### config.mk
export PLATFORM = sky130hd
export DESIGN_NAME = wasca_pio_edge_capture
export DESIGN_NICKNAME = d
export VERILOG_FILES = /design/src/rtl/wasca_pio_edge_capture.sv
export SDC_FILE = /design/constraint.sdc
export NUM_CORES = 1
export LEC_CHECK = 0
export CAP_MARGIN = 15
export CORE_ASPECT_RATIO = 1.75
export CORE_MARGIN = 2
export CORE_UTILIZATION = 44
export DETAILED_ROUTE_END_ITERATION = 10
export GPL_TIMING_DRIVEN = 0
export PLACE_DENSITY_LB_ADDON = 0.3
export SETUP_SLACK_MARGIN = 0.15
export SLEW_MARGIN = 20
export SYNTH_ARGS = -nofsm -noshare
export SYNTH_HDL_FRONTEND = slang
export SYNTH_SLANG_ARGS = --single-unit
### constraint.sdc
create_clock -name clk -period 1.98 [get_ports clk]
set_clock_uncertainty 0.1 [all_clocks]
set_input_delay 0.396 -clock clk [delete_from_list [all_inputs] [get_ports clk]]
set_output_delay 0.396 -clock clk [all_outputs]
set_load 0.01 [all_outputs]
### src/rtl/wasca_pio_edge_capture.sv
// wasca_pio_edge_capture
// Input conditioning for the 4 cartridge PIO lines: two-flop synchronizer,
// optional per-line glitch filter, programmable edge capture into sticky
// RW1C flags, and a maskable registered level interrupt on an Avalon-MM
// slave with zero wait states.
// Build option: define WASCA_PIO_EDGE_FILTER_EN to instantiate the glitch
// filter (FILTER_CYCLES stable cycles before the conditioned level moves).
// Without it the conditioned level is the synchronizer output, one cycle later.
module wasca_pio_edge_capture #(
    parameter int FILTER_CYCLES = 16
) (
    input  logic        clk,
    input  logic        reset_n,
    input  logic [3:0]  pins_in,
    input  logic [1:0]  address,
    input  logic        chipselect,
    input  logic        write_n,
    input  logic [31:0] writedata,
    output logic [31:0] readdata,
    output logic        irq
);

    localparam logic [1:0] ADDR_LEVEL     = 2'd0;
    localparam logic [1:0] ADDR_IRQ_MASK  = 2'd1;
    localparam logic [1:0] ADDR_EDGE_CAP  = 2'd2;
    localparam logic [1:0] ADDR_EDGE_MODE = 2'd3;

    // The filter counter is 8 bits wide, so the stability length must fit.
    if (FILTER_CYCLES < 1 || FILTER_CYCLES > 255) begin : g_bad_filter_cycles
        $error("FILTER_CYCLES must be in 1..255");
    end

    logic [3:0]  s1;
    logic [3:0]  s2;
    logic [3:0]  lvl;
    logic [3:0]  lvl_d;
    logic [3:0]  irq_mask;
    logic [3:0]  edge_cap;
    logic [7:0]  edge_mode;
    logic        wr_en;
    logic [3:0]  rise;
    logic [3:0]  fall;
    logic [3:0]  cap_set;
    logic [3:0]  cap_clr;
    logic [31:0] rd_mux;
    logic        unused_writedata_hi;

    assign wr_en               = chipselect & ~write_n;
    assign unused_writedata_hi = ^writedata[31:8];

    // Two-flop synchronizer for the asynchronous pin levels
    always_ff @(posedge clk or negedge reset_n) begin
        if (!reset_n) begin
            s1 <= '0;
            s2 <= '0;
        end else begin
            s1 <= pins_in;
            s2 <= s1;
        end
    end

`ifdef WASCA_PIO_EDGE_FILTER_EN
    localparam logic [7:0] CNT_LAST = 8'(FILTER_CYCLES - 1);

    logic [7:0] flt_cnt [4];

    // Glitch filter: lvl follows s2 only after it has differed for FILTER_CYCLES cycles
    always_ff @(posedge clk or negedge reset_n) begin
        if (!reset_n) begin
            lvl <= '0;
            for (int i = 0; i < 4; i++) begin
                flt_cnt[i] <= '0;
            end
        end else begin
            for (int i = 0; i < 4; i++) begin
                if (s2[i] == lvl[i]) begin
                    flt_cnt[i] <= '0;
                end else if (flt_cnt[i] == CNT_LAST) begin
                    lvl[i]     <= s2[i];
                    flt_cnt[i] <= '0;
                end else begin
                    flt_cnt[i] <= flt_cnt[i] + 8'd1;
                end
            end
        end
    end
`else
    // Unfiltered: conditioned level is the synchronizer output, registered once
    always_ff @(posedge clk or negedge reset_n) begin
        if (!reset_n) begin
            lvl <= '0;
        end else begin
            lvl <= s2;
        end
    end
`endif

    assign rise    = lvl & ~lvl_d;
    assign fall    = ~lvl & lvl_d;
    assign cap_clr = (wr_en && address == ADDR_EDGE_CAP) ? writedata[3:0] : 4'd0;

    // Per-line edge qualification against the 2-bit mode field
    always_comb begin
        cap_set = '0;
        for (int i = 0; i < 4; i++) begin
            cap_set[i] = (edge_mode[2*i] & rise[i]) | (edge_mode[2*i+1] & fall[i]);
        end
    end

    // Control registers; a capture set overrides a same-cycle W1C clear
    always_ff @(posedge clk or negedge reset_n) begin
        if (!reset_n) begin
            lvl_d     <= '0;
            irq_mask  <= '0;
            edge_mode <= '0;
            edge_cap  <= '0;
        end else begin
            lvl_d    <= lvl;
            edge_cap <= (edge_cap & ~cap_clr) | cap_set;
            if (wr_en && address == ADDR_IRQ_MASK) begin
                irq_mask <= writedata[3:0];
            end
            if (wr_en && address == ADDR_EDGE_MODE) begin
                edge_mode <= writedata[7:0];
            end
        end
    end

    // Read mux; reads have no side effects
    always_comb begin
        rd_mux = '0;
        case (address)
            ADDR_LEVEL:     rd_mux = {28'd0, lvl};
            ADDR_IRQ_MASK:  rd_mux = {28'd0, irq_mask};
            ADDR_EDGE_CAP:  rd_mux = {28'd0, edge_cap};
            ADDR_EDGE_MODE: rd_mux = {24'd0, edge_mode};
            default:        rd_mux = '0;
        endcase
    end

    // Registered read data (loaded every cycle) and level interrupt
    always_ff @(posedge clk or negedge reset_n) begin
        if (!reset_n) begin
            readdata <= '0;
            irq      <= 1'b0;
        end else begin
            readdata <= rd_mux;
            irq      <= |(edge_cap & irq_mask);
        end
    end

endmodule

# Yosys cells after proc, flatten, opt, wreduce, memory -nomap -nowiden
# Index checks and enable logic that the tools add are counted.
# totals
ff_bits	65
output_inout_bits	33
elab_cells	41
# op_classes
n_eq_ne	3
mux	2
bitwise_logic	22
n_reduce_logical	5
# ops
operator	count
case mux 32 bit (4 select lines)	1
bitwise AND 4 bit	4
NOT 4 bit	3
bitwise AND 1 bit	9
== test 2 bit, second input constant	2
2-to-1 mux 4 bit	1
bitwise OR 1 bit	4
bitwise OR 4 bit	1
OR reduction 4 bit	1
logical AND 1 bit	3
== test 2 x 1 -> 1 bit, second input constant	1
logical NOT 2 bit	1
NOT 1 bit	1

# Depth between registers and ports, before layout
# Gate-level depths: netlist of the first run.
# depth
depth_word	7
depth_mapped	4

# Worst setup path after synthesis of the first run
# No wires, ideal clock.
# synth_path
path_type	input to register
start	in write_n
end	reg irq_mask[0]
setup_time_ns	0.125
arrival_ns	1.048
t_required_ns	1.755
slack_ns	0.707
stages	2
path_buffers	0
cell_sequence	and4bb_2 -> mux2_2
# synth_between
elab_chain_len	3
# synth_lines
element	line	text
start, declared	17	input logic write_n,
NOT 1 bit	48	assign wr_en = chipselect & ~write_n;
bitwise AND 1 bit	48	
logical AND 1 bit	120	if (wr_en && address == ADDR_IRQ_MASK) begin
end signal, assigned	121	irq_mask <= writedata[3:0];
end, declared	37	logic [3:0] irq_mask;
# No other way between the ends.
# A chain may end at the register's enable or synchronous reset.

# Final worst setup path of the first run
# layout_path
start	reg readdata[5]
end	out readdata[5]
# layout_rtl
element	line	text
start, declared	19	output logic [31:0] readdata,
start signal, assigned	147	readdata <= rd_mux;
# No word-level cell between the ends.

==> flow_summary.json, run 1 <==
{
  "design_area_um2": 2210,
  "p_sw_uw": 470,
  "gp_congestion": 0.761,
  "synth.distinct_cells": 16,
  "clock.fmax_ghz": 0.607,
  "die_w_um": 50.3,
  "start_kind": "flip-flop",
  "p_int_uw": 1660,
  "vias": 983,
  "cpMaxStageDelayCell": "clkdlybuf4s50_1",
  "grt_util_met3_pct": 4.58,
  "track_usage_pct": 15.6,
  "clk_pin_slew_ns": 0.08,
  "syn_area_um2": 1650,
  "pwr-share-comb_pct": 15.8,
  "grt_pass1_vias": 1019,
  "final_cell_mix": "41 x dfrtp_1, 25 x buf_4, 25 x clkdlybuf4s50_1",
  "cts_tree": "yes",
  "clockPowerShare_pct": 36.5,
  "p_sw_share_pct": 22.1,
  "viasPerCell": 4.49,
  "cp.depth": 1,
  "slew_viol_final": 0,
  "yosys.area.top_type_share_pct": 62.1,
  "yosysSeqAreaShare_pct": 62.1,
  "grtUsageMet1_pct": 17.3,
  "critPathMaxStageDelay_ns": 0.53,
  "postSynthCellCount": 114,
  "maxCapViolations": 0,
  "crit_buf_inv": 1,
  "routedWlPerCell_um": 13.3,
  "critPathTopFamily": "buffers and inverters",
  "wl_um": 2910,
  "powerDensity_nw_per_um2": 960,
  "grt_overflow": 0,
  "synth-seq-cells": 41,
  "clockBufferDepth": 2,
  "setup_viol": 0,
  "htreeDepth": 2,
  "numCtsBuffers": 5,
  "drc": 0,
  "fin_ws_ns": 0.334,
  "layout-drive-gt1-share_pct": 31.2,
  "port_buffers": 26,
  "rsz0062_at_grt": "no",
  "dp_hpwl_um": 2150,
  "grt_start_max_net_pins": 29,
  "die-area_um2": 4280,
  "critPathRequiredTime_ns": 1.48,
  "cp_max_fo": 1,
  "clk_latency_ns": 0.29,
  "synth_largest_area_cell": "dfrtp_1",
  "cts_setup_buffers": 0,
  "die_h_um": 85.1,
  "firstDrtPassIters": 4,
  "grt_antenna_before_repair": 0,
  "start_util_pct": 45.5,
  "rows": 29,
  "fin_crit_sh_pct": 83.1,
  "power.share.sequential_pct": 47.7,
  "hold_viol_final": 0,
  "synthToLayoutAreaGrowth_pct": 34.1,
  "cp_cell_sequence": "clkdlybuf4s50_1",
  "use_met2_pct": 26.6,
  "holdPathStages": 0,
  "fin_nets": 214,
  "cts_sinks": 41,
  "status": "finished, final reports clean",
  "peakVddDrop_v": 0.000660,
  "drtIter0Drc": 10,
  "hold_path.class": "flip-flop to flip-flop",
  "ant_nets": 0,
  "syn_avg_cell_area_um2": 14.5,
  "placed_cell_area_um2": 2070,
  "p_leak_uw": 0.00105,
  "top_level_ports": 75,
  "grt_busiest_layer": "met2",
  "num_antenna_cells": 0,
  "final_common_cell": "dfrtp_1",
  "tns_ns": 0,
  "fin_crit_ns": 1.65,
  "crit_arrival_ns": 1.15,
  "worstSetupPathType": "flip-flop to primary output",
  "reg2regPathDepth": 1,
  "dp_slack_ns": 0.114,
  "core_area_um2": 3630,
  "grt_pass1_wl_um": 4910,
  "cts-root-buf": "clkbuf_8",
  "synth-warning-count": 0,
  "end_kind": "primary output",
  "synth_area_leaders": "dfrtp_1 62%, buf_4 11%, mux2_2 8.2%, mux4_2 5.5%, nand2_1 2.5%"
}
==> final cells by class <==
type / count / area (um2)
plain buffers: 26 / 199
clock buffers: 5 / 68.8
clock inverters: 3 / 65.1
fillers: 320 / 1410
multi-input cells: 70 / 513
flip-flops and latches: 41 / 1030
well taps: 46 / 57.6
repair buffers: 28 / 285
==> logic make-up (layout without fill, tap and decap cells) <==
kind of cell / count (synthesis) / count (layout) / synth area share (%)
other: 1 / 24 / 0.227
DFF: 41 / 41 / 62.1
buffers and inverters: 26 / 62 / 12.0
AOI/OAI and AO/OA: 10 / 10 / 4.09
muxes: 16 / 16 / 13.6
and+or+nand+nor: 20 / 20 / 7.88
==> registers in the layout, indices dropped and copies added (netlist names) <==
register   count
edge_cap       4
s1             4
edge_mode      8
irq_mask       4
irq            1
lvl            4
s2             4
readdata       8
lvl_d          4
==> synthesized netlist by cell type <==
master	count
a22oi_1	2
mux2_2	12
conb_1	1
o22ai_1	2
mux4_2	4
and4bb_2	1
and3_1	4
o21ai_0	2
nand2_1	11
buf_4	25
and4bb_1	1
buf_6	1
dfrtp_1	41
a21o_1	4
nand3b_1	2
nand4b_4	1
==> worst paths after layout <==
kind | start | to | slack (ns)
setup / recovery | readdata[5]$_DFF_PN0_ | readdata[5] | 0.33
hold / removal | s1[1]$_DFF_PN0_ | s2[1]$_DFF_PN0_ | 0.25
setup reg to reg | lvl[0]$_DFF_PN0_ | readdata[0]$_DFF_PN0_ | 0.86
hold reg to reg | s1[1]$_DFF_PN0_ | s2[1]$_DFF_PN0_ | 0.25
max in group asynchronous | reset_n | readdata[0]$_DFF_PN0_ | 0.89
min in group asynchronous | reset_n | s2[3]$_DFF_PN0_ | 0.45
==> power groups by stage <==
stage / clock, uW / sequential [uW] / combinational [uW]
final: 775 / 1010 / 336
after CTS: 799 / 1020 / 339
after detailed placement: 0 / 1030 / 335
after global routing: 823 / 1030 / 365
after floorplan: 0 / 1030 / 181
after global placement: 0 / 1020 / 319
==> through the flow <==
step,total power [uW],hold slack [ns],util (%),instances
after floorplan,1210,0.000409,-,137
after global placement,1340,0.234,56.7,209
after detailed placement,1370,0.214,57.1,210
after CTS,2150,0.258,61.0,219
after global routing,2220,0.260,61.0,219
final,2130,0.255,61.0,219
==> what timing repair did <==
action | 4_1_cts | 5_1_grt
gates resized for setup | 0 | 0
hold buffers | 1 | 0
hold endpoints to repair | 13 | 0
==> per-layer routing <==
metal / vias to the layer above / routed length, um
li1: 458 / -
met1: 487 / 1030
met2: 34 / 1670
met3: 4 / 161
met4: 0 / 46
met5: - / 0
(Power assumes the default switching activity.)
==> run 2: changes to the inputs <==
CORE_UTILIZATION = 41   (was 44)
clock period = 1.7 ns   (was 1.98 ns; I/O delays follow)
==> run 2 against run 1 <==
Net effect: sequential share of layout area increased by 0.48 points; total power rose by 9.0%; non-clock buffer count unchanged; clock power increased by 0.6%; register-to-register slack got worse by 0.27 ns; via count decreased by 1.8%; critical path depth increased by 2; worst hold slack worse by 0.0058 ns; routed wire length shrank 7.0%; largest cell class unchanged.
==> flow_summary.json, run 2 (synthesis results as in run 1) <==
{
  "status": "finished, final reports clean",
  "p_leak_uw": 0.00106,
  "critPathTopFamily": "buffers and inverters",
  "pwr-share-comb_pct": 15.6,
  "cts_tree": "yes",
  "end_kind": "flip-flop",
  "crit_buf_inv": 1,
  "start_util_pct": 42.7,
  "cp_max_fo": 4,
  "synthToLayoutAreaGrowth_pct": 32.7,
  "viasPerCell": 4.37,
  "fin_nets": 214,
  "setup_viol": 0,
  "cp_cell_sequence": "clkdlybuf4s50_1 -> and4bb_2 -> mux2_2",
  "dp_hpwl_um": 2130,
  "firstDrtPassIters": 4,
  "maxCapViolations": 0,
  "grt_antenna_before_repair": 0,
  "slew_viol_final": 0,
  "vias": 965,
  "clk_latency_ns": 0.28,
  "numCtsBuffers": 5,
  "die-area_um2": 4570,
  "clock.fmax_ghz": 0.677,
  "drc": 0,
  "fin_ws_ns": 0.222,
  "final_cell_mix": "41 x dfrtp_1, 24 x buf_4, 24 x conb_1",
  "grt_pass1_wl_um": 4660,
  "cts-root-buf": "clkbuf_8",
  "crit_arrival_ns": 1.54,
  "critPathRequiredTime_ns": 1.77,
  "p_sw_uw": 516,
  "critPathMaxStageDelay_ns": 0.53,
  "reg2regPathDepth": 1,
  "ant_nets": 0,
  "top_level_ports": 75,
  "core_area_um2": 3870,
  "r2r-end": "readdata[3]$_DFF_PN0_",
  "cp-endpoint": "irq_mask[1]$_DFFE_PN0P_",
  "htreeDepth": 2,
  "power.share.sequential_pct": 50.7,
  "start_kind": "input pin",
  "die_w_um": 52.0,
  "layout-drive-gt1-share_pct": 31.2,
  "clockBufferDepth": 2,
  "r2r_start": "lvl[3]$_DFF_PN0_",
  "drtIter0Drc": 13,
  "fin_crit_ns": 1.48,
  "wl_um": 2710,
  "design_area_um2": 2190,
  "port_buffers": 26,
  "dp_slack_ns": -0.142,
  "r2r_slack_ns": 0.59,
  "powerDensity_nw_per_um2": 1060,
  "fin_crit_sh_pct": 87.0,
  "rows": 30,
  "cpMaxStageDelayCell": "clkdlybuf4s50_1",
  "p_int_uw": 1800,
  "final_common_cell": "dfrtp_1",
  "grt_start_max_net_pins": 30,
  "hold_viol_final": 0,
  "die_h_um": 88.0,
  "cts_sinks": 41,
  "gp_congestion": 0.762,
  "track_usage_pct": 14.1,
  "cp.depth": 3,
  "clk_pin_slew_ns": 0.07,
  "num_antenna_cells": 0,
  "grt_pass1_vias": 993,
  "largestRegisters": "edge_mode (8), readdata (8)",
  "hold_path.class": "flip-flop to flip-flop",
  "routedWlPerCell_um": 12.2,
  "critPathLaunch": "chipselect",
  "rsz0062_at_grt": "no",
  "p_sw_share_pct": 22.3,
  "placed_cell_area_um2": 2070,
  "clockPowerShare_pct": 33.7,
  "peakVddDrop_v": 0.000606,
  "grt_overflow": 0,
  "worstSetupPathType": "input pin to flip-flop"
}
run 2: cell types whose count changed in the layout (fill, tap and decap cells not counted), sizes merged:
cell           before  now
clkinv              1    0
bufinv              2    1
clkdlybuf4s50      25   16
dlygate4sd2         0    9
clkbuf              5    7
run 2: how the worst min path moves through the flow:
stage / slack, ns / endpoint / cells after the start / from
after floorplan: -0.06 / edge_cap[0]$_DFF_PN0_ / 0 / reset_n
after global placement: 0.23 / lvl[1]$_DFF_PN0_ / 0 / s2[1]$_DFF_PN0_
after detailed placement: 0.15 / edge_mode[7]$_DFFE_PN0P_ / 1 / reset_n
after CTS: 0.25 / lvl[1]$_DFF_PN0_ / 0 / s2[1]$_DFF_PN0_
after global routing: 0.27 / s2[0]$_DFF_PN0_ / 0 / s1[0]$_DFF_PN0_
final: 0.25 / lvl[1]$_DFF_PN0_ / 0 / s2[1]$_DFF_PN0_
run 2: cell type report:
type                    count  area, um2
clock inverters             1       30.0
flip-flops and latches     41       1030
plain buffers              26        203
multi-input cells          70        513
repair buffers             28        274
clock buffers               7       86.3
fillers                   323       1670
well taps                  48       60.1
run 2: timing repair:
item                       in CTS  in global routing
gates cloned                    0                  0
hold endpoints to repair       12                  0
buffers inserted                0                  0
gates resized for setup         9                  2
setup endpoints to repair       9                  4
hold buffers                    1                  0
run 2: per-layer routing:
metal / track usage (%) / routed length, um / up-vias
li1: - / - / 459
met1: 15.4 / 919 / 468
met2: 24.1 / 1590 / 30
met3: 3.75 / 133 / 8
met4: 7.89 / 68 / 0
met5: 0 / 0 / -
run 2: power groups by stage:
stage	registers (uW)	clock network, uW	logic, uW
after floorplan	1190	0	210
after global placement	1190	0	372
after detailed placement	1200	0	387
after CTS	1180	805	365
after global routing	1190	863	399
final	1170	780	362
run 2: metrics by stage:
stage / power (uW) / setup TNS, ns / hold WS (ns) / instances / util, %
finish: 2320 / 0 / 0.249 / 221 / 56.7
global route: 2460 / 0 / 0.266 / 221 / 56.7
CTS: 2350 / 0 / 0.253 / 221 / 56.6
detailed placement: 1580 / -1.95 / 0.149 / 212 / 53.6
global placement: 1560 / -30.84 / 0.234 / 211 / 53.2
floorplan: 1400 / 0 / -0.0556 / 137 / -
